[src/rtl/hsi_line_pkg.sv]
// Shared types and helpers for the HSI command/data line selector.
// Line indices are at most 3 bits wide (up to 8 lines); modular sums are
// formed in 5 bits so a + b never overflows before the wrap correction.
package hsi_line_pkg;

   // Width of the consecutive-failure counter.
   localparam int FAIL_CNT_W   = 4;

   // Largest supported line index width plus two guard bits.
   localparam int LINE_IDX_W   = 3;
   localparam int LINE_ARITH_W = LINE_IDX_W + 2;

   // Exchange routing state: on the home line, or temporarily moved away.
   typedef enum logic {
      HOME = 1'b0,
      TEMP = 1'b1
   } line_st_t;

   // Modular index addition: (a + b) mod n, assuming a < n and b < n.
   // A single conditional subtraction is enough under that precondition.
   function automatic logic [LINE_ARITH_W-1:0] line_add(
      input logic [LINE_ARITH_W-1:0] a,
      input logic [LINE_ARITH_W-1:0] b,
      input logic [LINE_ARITH_W-1:0] n
   );
      logic [LINE_ARITH_W-1:0] s;
      s = a + b;
      if (s >= n) begin
         s = s - n;
      end
      return s;
   endfunction

endpackage

[src/rtl/hsi_fail_cnt.sv]
// Consecutive-failure counter for the current home line.
// Every failed exchange (inc) counts up; a good reply (clr) resets the run.
// Reaching FAIL_LIMIT raises a combinational limit pulse in the same cycle
// as the increment and the counter restarts from zero on that edge.
module hsi_fail_cnt
   import hsi_line_pkg::*;
#(
   parameter int FAIL_LIMIT = 3
) (
   input  logic                  clk,
   input  logic                  n_rst,
   input  logic                  sync_clr,
   input  logic                  inc,
   input  logic                  clr,
   output logic [FAIL_CNT_W-1:0] cnt,
   output logic                  limit_hit
);

   logic [FAIL_CNT_W-1:0] r_cnt;
   logic [FAIL_CNT_W-1:0] w_cnt_inc;
   logic [FAIL_CNT_W-1:0] w_cnt_next;

   assign w_cnt_inc = r_cnt + FAIL_CNT_W'(1);
   assign limit_hit = inc && (w_cnt_inc == FAIL_CNT_W'(FAIL_LIMIT));
   assign cnt       = r_cnt;

   // Next count: an increment outranks a clear arriving in the same cycle.
   always_comb begin
      w_cnt_next = r_cnt;
      if (sync_clr) begin
         w_cnt_next = '0;
      end else if (inc) begin
         w_cnt_next = limit_hit ? '0 : w_cnt_inc;
      end else if (clr) begin
         w_cnt_next = '0;
      end
   end

   // Counter register.
   always_ff @(posedge clk or negedge n_rst) begin
      if (!n_rst) begin
         r_cnt <= '0;
      end else begin
         r_cnt <= w_cnt_next;
      end
   end

endmodule

[src/rtl/hsi_line_sel.sv]
// HSI master command/data line selector.
// Routes the coder stream onto one of N_LINES redundant command lines and
// selects the matching reply data line. A failed exchange moves traffic to
// the next line for one exchange window; FAIL_LIMIT failures in a row move
// the home line permanently. Wrapping the permanent offset back to zero
// means every line has been tried and raises all_failed.
module hsi_line_sel
   import hsi_line_pkg::*;
#(
   parameter  int N_LINES    = 2,
   parameter  int FAIL_LIMIT = 3,
   localparam int LW         = $clog2(N_LINES)
) (
   input  logic                  clk,
   input  logic                  n_rst,
   input  logic                  sync_clr,
   input  logic [LW-1:0]         base_line,
   input  logic                  switch_req,
   input  logic                  frame_to_reply_end,
   input  logic                  rx_ok,
   input  logic                  cd_q,
   input  logic [N_LINES-1:0]    dat,
   output logic [N_LINES-1:0]    com,
   output logic                  dat_q,
   output logic [LW-1:0]         act_line,
   output logic                  temp_active,
   output logic [LW-1:0]         sticky_off,
   output logic [FAIL_CNT_W-1:0] fail_cnt,
   output logic                  all_failed
);

   // Line count in the width used for modular index arithmetic.
   localparam logic [LINE_ARITH_W-1:0] C_N = LINE_ARITH_W'(N_LINES);

   // Registered state.
   line_st_t      r_state;
   logic [LW-1:0] r_temp_off;
   logic [LW-1:0] r_sticky_off;
   logic          r_all_failed;
   logic [LW-1:0] r_act_line;

   // Next-state values.
   line_st_t      w_state_next;
   logic [LW-1:0] w_temp_off_next;
   logic [LW-1:0] w_sticky_next;
   logic          w_all_failed_next;
   logic [LW-1:0] w_act_next;

   // Helpers.
   logic [LW-1:0] w_base_eff;
   logic [LW-1:0] w_sticky_inc;
   logic [LW-1:0] w_temp_inc;
   logic [LW-1:0] w_temp_step;
   logic [LW-1:0] w_home_next;
   logic          w_limit_hit;
   logic [N_LINES-1:0] w_dat_hit;

   //------------------------------------------------------------------
   // Failure counter
   //------------------------------------------------------------------
   hsi_fail_cnt #(
      .FAIL_LIMIT (FAIL_LIMIT)
   ) u_fail_cnt (
      .clk       (clk),
      .n_rst     (n_rst),
      .sync_clr  (sync_clr),
      .inc       (switch_req),
      .clr       (rx_ok),
      .cnt       (fail_cnt),
      .limit_hit (w_limit_hit)
   );

   //------------------------------------------------------------------
   // Index arithmetic
   //------------------------------------------------------------------
   // An out-of-range configured home line falls back to line 0.
   assign w_base_eff = (LINE_ARITH_W'(base_line) < C_N) ? base_line : '0;

   assign w_sticky_inc = LW'(line_add(LINE_ARITH_W'(r_sticky_off),
                                      LINE_ARITH_W'(1), C_N));
   assign w_temp_inc   = LW'(line_add(LINE_ARITH_W'(r_temp_off),
                                      LINE_ARITH_W'(1), C_N));
   // A temporary offset of 0 would land back on the failing home line,
   // so the walk wraps from N-1 straight to 1.
   assign w_temp_step  = (w_temp_inc == '0) ? LW'(1) : w_temp_inc;

   // act_line is rebuilt from the next offsets every cycle, so a change of
   // base_line shows up on the next edge without disturbing any counters.
   // After sync_clr both offsets are 0 and act_line lands on the home line.
   assign w_home_next = LW'(line_add(LINE_ARITH_W'(w_base_eff),
                                     LINE_ARITH_W'(w_sticky_next), C_N));
   assign w_act_next  = LW'(line_add(LINE_ARITH_W'(w_home_next),
                                     LINE_ARITH_W'(w_temp_off_next), C_N));

   //------------------------------------------------------------------
   // FSM
   //------------------------------------------------------------------
   // State and offset registers; n_rst parks everything on line 0.
   always_ff @(posedge clk or negedge n_rst) begin
      if (!n_rst) begin
         r_state      <= HOME;
         r_temp_off   <= '0;
         r_sticky_off <= '0;
         r_all_failed <= 1'b0;
         r_act_line   <= '0;
      end else begin
         r_state      <= w_state_next;
         r_temp_off   <= w_temp_off_next;
         r_sticky_off <= w_sticky_next;
         r_all_failed <= w_all_failed_next;
         r_act_line   <= w_act_next;
      end
   end

   // Next-state logic: sync_clr first, then switch_req, then window close.
   always_comb begin
      w_state_next      = r_state;
      w_temp_off_next   = r_temp_off;
      w_sticky_next     = r_sticky_off;
      w_all_failed_next = r_all_failed;
      if (sync_clr) begin
         w_state_next      = HOME;
         w_temp_off_next   = '0;
         w_sticky_next     = '0;
         w_all_failed_next = 1'b0;
      end else if (switch_req) begin
         if (w_limit_hit) begin
            // Permanent move: new home line, temporary detour abandoned.
            w_state_next    = HOME;
            w_temp_off_next = '0;
            w_sticky_next   = w_sticky_inc;
            if (w_sticky_inc == '0) begin
               w_all_failed_next = 1'b1;
            end
         end else begin
            unique case (r_state)
               HOME: begin
                  w_state_next    = TEMP;
                  w_temp_off_next = LW'(1);
               end
               TEMP: begin
                  w_temp_off_next = w_temp_step;
               end
               default: begin
                  w_state_next    = HOME;
                  w_temp_off_next = '0;
               end
            endcase
         end
      end else if (frame_to_reply_end && (r_state == TEMP)) begin
         // Exchange window closed without a new failure: back home.
         w_state_next    = HOME;
         w_temp_off_next = '0;
      end
   end

   // Status outputs derived from the registered state.
   always_comb begin
      temp_active = (r_state == TEMP);
      act_line    = r_act_line;
      sticky_off  = r_sticky_off;
      all_failed  = r_all_failed;
   end

   //------------------------------------------------------------------
   // Line muxes
   //------------------------------------------------------------------
   // Only the active command line carries cd_q; idle lines sit at 1.
   // The reply mux is an AND-OR tree so a non-power-of-two line count
   // never indexes past the top of dat.
   genvar gi;
   generate
      for (gi = 0; gi < N_LINES; gi++) begin : g_line
         assign com[gi]       = (r_act_line == LW'(gi)) ? cd_q : 1'b1;
         assign w_dat_hit[gi] = (r_act_line == LW'(gi)) & dat[gi];
      end
   endgenerate

   assign dat_q = |w_dat_hit;

endmodule

[config.mk]
export PLATFORM = sky130hd
export DESIGN_NAME = hsi_line_sel
export DESIGN_NICKNAME = d
export VERILOG_FILES = /design/src/rtl/hsi_line_pkg.sv /design/src/rtl/hsi_fail_cnt.sv /design/src/rtl/hsi_line_sel.sv
export SDC_FILE = /design/constraint.sdc
export NUM_CORES = 1
export LEC_CHECK = 0
export ABC_AREA = 0
export CORE_AREA = 2 2 39 41
export DETAILED_ROUTE_END_ITERATION = 8
export DIE_AREA = 0 0 41 43
export HOLD_SLACK_MARGIN = 0.15
export PLACE_DENSITY = 0.73
export SLEW_MARGIN = 40
export SYNTH_ARGS = -nofsm -noshare
export SYNTH_HDL_FRONTEND = slang
export SYNTH_SLANG_ARGS = --single-unit
[constraint.sdc]
create_clock -name clk -period 3.5 [get_ports clk]
set_input_delay 0.7 -clock clk [delete_from_list [all_inputs] [get_ports clk]]
set_output_delay 0.7 -clock clk [all_outputs]
set_load 0.005 [all_outputs]
==> After elaboration in Yosys (flattened, before gate mapping) <==
Index checks and enable logic that the tools add are counted.
{ "totals": {"word_cells": 52, "in_bits": 10, "reg_bits": 9, "output_inout_bits": 11} }
{ "op_classes": {"magnitude_cmp": 3, "n_reduce_logical": 8, "addsub": 7, "bitwise_logic": 3, "mux": 23, "eq_ne": 2} }
{ "op_table": {"columns": ["operator", "n"], "rows": [
  ["$mux W1", 19],
  ["$mux W4", 4],
  ["$ge A2 B2 Y1 const B", 3],
  ["$reduce_bool A3 Y1", 2],
  ["$add A1 B1 Y2", 2],
  ["$add A4 B1 Y4 const B", 1],
  ["$eq A4 B2 Y1 const B", 1],
  ["$reduce_bool A2 Y1", 2],
  ["$reduce_and A3 Y1", 1],
  ["$sub A1 B1 Y1 const B", 3],
  ["$add A1 B1 Y2 const B", 1],
  ["$and A1 B1 Y1", 2],
  ["$logic_and A1 B1 Y1", 2],
  ["$ne A2 B2 Y1 const B", 1],
  ["$reduce_or A2 Y1", 1],
  ["$not A1 Y1", 1]
]} }

==> Longest topological paths before layout <==
{ "depth": {"ltp_word": 12, "depth_mapped": 5, "ltp_nobuf": 5} }

==> Hierarchy <==
From an unflattened synthesis, not the netlist that was laid out.
{ "hier_totals": {"hier_cells": 57, "area_unflattened_um2": 555.5} }
{ "by_module_without_submodules": {"columns": ["module", "cells_per_inst", "seq_area_each_um2", "instances", "area_per_inst_um2"], "rows": [
  ["hsi_line_sel", 31, 125.1, 1, 300.3],
  ["hsi_fail_cnt", 26, 100.1, 1, 255.2]
]} }

==> Least setup slack after synthesis <==
No wires, ideal clock.
{ "synth_timing": {"path_kind": "input-to-output", "startpoint": "input port cd_q", "endpoint": "output port com[0]", "path_slack_ns": 1.833, "stages": 1, "arrival_ns": 0.967, "cell_sequence": "or2_2"} }
{ "synth_via": {"elab_chain_len": 1} }
{ "synth_lines": {"columns": ["element", "line", "text"], "rows": [
  ["start, declared", "hsi_line_sel.sv:21", "input logic cd_q,"],
  ["$mux W1", "hsi_line_sel.sv:174", "assign com[gi] = (r_act_line == LW'(gi)) ? cd_q : 1'b1;"],
  ["end, declared", "hsi_line_sel.sv:23", "output logic [N_LINES-1:0] com,"]
]} }
Every way passes these cells.

==> Final worst setup path <==
Same ends and word-level chain as after synthesis.

==> flow_summary.ini <==
[yosys]
syn_avg_cell_area_um2 = 10.31
synth_edf_count = 0
synth_cells = 50
async_flop_share_pct = 100.0
ys_ff_latch = 9
syn-num-nets = 62
synth.distinct_cells = 27
synth-seq-area-share_pct = 43.69
synthFlopType = dfrtp_1
syn-cell-area_um2 = 515.5
yosys_warnings = 0

[layout]
regArea_um2 = 225.2
syn2layout_area_growth_pct = 47.82
nFillCells = 128
n_antenna_cell = 0
drive_gt1_share_pct = 14.86
multiInputGateArea_um2 = 279.0
finalNetCount = 87

[critical_path]
critPathSlowestCell = clkdlybuf4s50_1
path_max_fanout = 2
reg2reg_depth = 4
crit_top_cell = clkdlybuf4s50_1
slowest_delay_ns = 0.44
path_cells = clkdlybuf4s50_1 -> or2_2 -> clkdlybuf4s50_1
crit_buf_inv = 2
path_class = in2out
critPathLaunchType = input pin
path_delay_family = buffers and inverters
worstPathRequired_ns = 2.80
worstSetupPathDepth = 3
crit_arrival_ns = 1.82
crit_path_end_kind = output pin
reg2reg_slack_ns = 1.80

[detailed_routing]
wl_per_cell_um = 13.37
drt-total-wl_mm = 1.203
initialDrtViolationCount = 4
route.detailed.drc = 0
viasPerCell = 5.311
vias = 478
ant_nets = 0
firstDrtPassIters = 4

[cts]
clk_latency_ns = 0.26
cts_buffers = 3
clkTransAtPathRegs_ns = 0.06
clockRootBuffer = clkbuf_4
cts_num_sinks = 9
htreeDepth = 1
cts-resized-gates = 0
clock_path_buffers = 2
cts_tree = done
cts_hold_buffers = 0
post_cts_buffers = 0

[timing]
finalHoldViolations = 0
slew_violations = 0
worst_pin_slew_ns = 0.4053
fin_worst_hold_slack_ns = 0.5164
fin_crit_ns = 2.515
fin_setup_tns_ns = 0
max_freq_mhz = 397.6
final-setup-viol-count = 0
period_share_pct = 71.86
fin_skew_ns = 0.003480
rsz0062_at_grt = no
slew_headroom_pct = 72.60

[floorplanning]
core_um2 = 1384
initial_core_util_pct = 37.25
rows = 14
boundaryPins = 21
dieHeight_um = 43
fp.dieW_um = 41
die-area_um2 = 1763

[job]
maxCapViolCount = 0

[global_route]
grt_pass1_wl_mm = 1.800
antenna_found_initial = 0
track_usage_pct = 16.00
grt_pass1_vias = 431
grt-ovfl-total = 0
grt_max_degree = 10

[placed_design]
gp_congestion = 0.8163
portBuffers = 20
dp_hpwl_um = 883

[power]
p_leak_uw = 0.0003280
power.total_uw = 247.2
pwr_density_cell_nw_per_um2 = 324.4
ir_drop_mv = 0.1737

[hold_path]
min_path_type = reg2reg
whs_path_depth = 1

[run_status]
status = finished clean
-- cell type report --
class                      count  share of cell area (%)
inverter                       3                   1.478
multi-input combinational     38                   36.62
clock buffer                   4                   3.448
tap                           16                   2.627
sequential                     9                   29.56
timing repair buffer          20                   26.27
-- kinds of logic (layout without fill, tap and decap cells) --
family	count (synthesis)	count (layout)	share of synthesized area [%]
AO/OA/AOI/OAI	12	12	18.20
XOR/XNOR	2	2	3.399
adder cells (fa/ha/maj)	2	2	4.854
buffers and inverters	3	27	2.184
flip-flops	9	9	43.69
multiplexers	3	3	6.068
AND/OR/NAND/NOR	19	19	21.60
-- sequential cells by signal (all words and copies together) (netlist names) --
name and cells:
u_fail_cnt.cnt 4, act_line 1, all_failed 1, r_temp_off 1, sticky_off 1, temp_active 1
-- through the flow --
step / worst slack (ns) / util, % / instances / instance area (µm²)
final: 0.9849 / 55.06 / 90 / 762.0
after global routing: 0.9380 / 55.06 / 90 / 762.0
after CTS: 0.9771 / 55.06 / 90 / 762.0
after detailed placement: 0.9777 / 53.16 / 86 / 735.7
after global placement: 0.9934 / 53.16 / 86 / 735.7
after floorplan: 1.833 / - / 50 / 515.5
-- synth_stat cells (all sizes together) (2+ instances only) --
cell type / count / share of area [%]
nand2: 4 / 2.9
inv: 3 / 2.2
ha: 2 / 4.9
or2: 2 / 2.4
nand3: 2 / 1.9
mux2i: 2 / 3.9
a21oi: 3 / 2.9
o21ai: 3 / 2.9
nor2: 3 / 2.2
dfrtp: 9 / 44
xor2: 2 / 3.4
a22o: 2 / 3.6
-- per-layer routing --
metal	GRT usage [%]	vias to the layer above	wire [µm]
met2	20.94	11	585
met1	21.28	232	552
met5	0	-	0
met3	4.712	2	48
li1	-	233	-
met4	12.00	0	17
-- path summary, 6_finish.rpt --
check | startpoint | to
max | cd_q | com[0]
min reg2reg | all_failed$_DFFE_PN0P_ | all_failed$_DFFE_PN0P_
min in group asynchronous | n_rst | u_fail_cnt.cnt[2]$_DFFE_PN0P_
max reg2reg | u_fail_cnt.cnt[0]$_DFFE_PN0P_ | sticky_off$_DFF_PN0_
max in group asynchronous | n_rst | sticky_off$_DFF_PN0_
min | all_failed$_DFFE_PN0P_ | all_failed$_DFFE_PN0P_
-- power breakdown --
| part | switching [µW] | leakage, µW | internal [µW] |
|---|---|---|---|
| Sequential | 5.66 | 0.000120 | 109 |
| Combinational | 20.3 | 0.000193 | 32.2 |
| Clock | 35.8 | 0.0000150 | 43.9 |
| Total | 61.8 | 0.000328 | 185 |
-- placed cells by master (no fill, tap or decap), types with 2 or more instances in the layout --
cell and count:
nor2_1 3, nand3_1 2, nand2_1 4, a21oi_1 3
clkdlybuf4s50_1 20, dfrtp_1 9, inv_1 2, or2_2 2
o21ai_0 3, mux2i_1 2, clkbuf_4 3, xor2_1 2
ha_1 2
No activity file was read; power rests on OpenSTA's default activity.
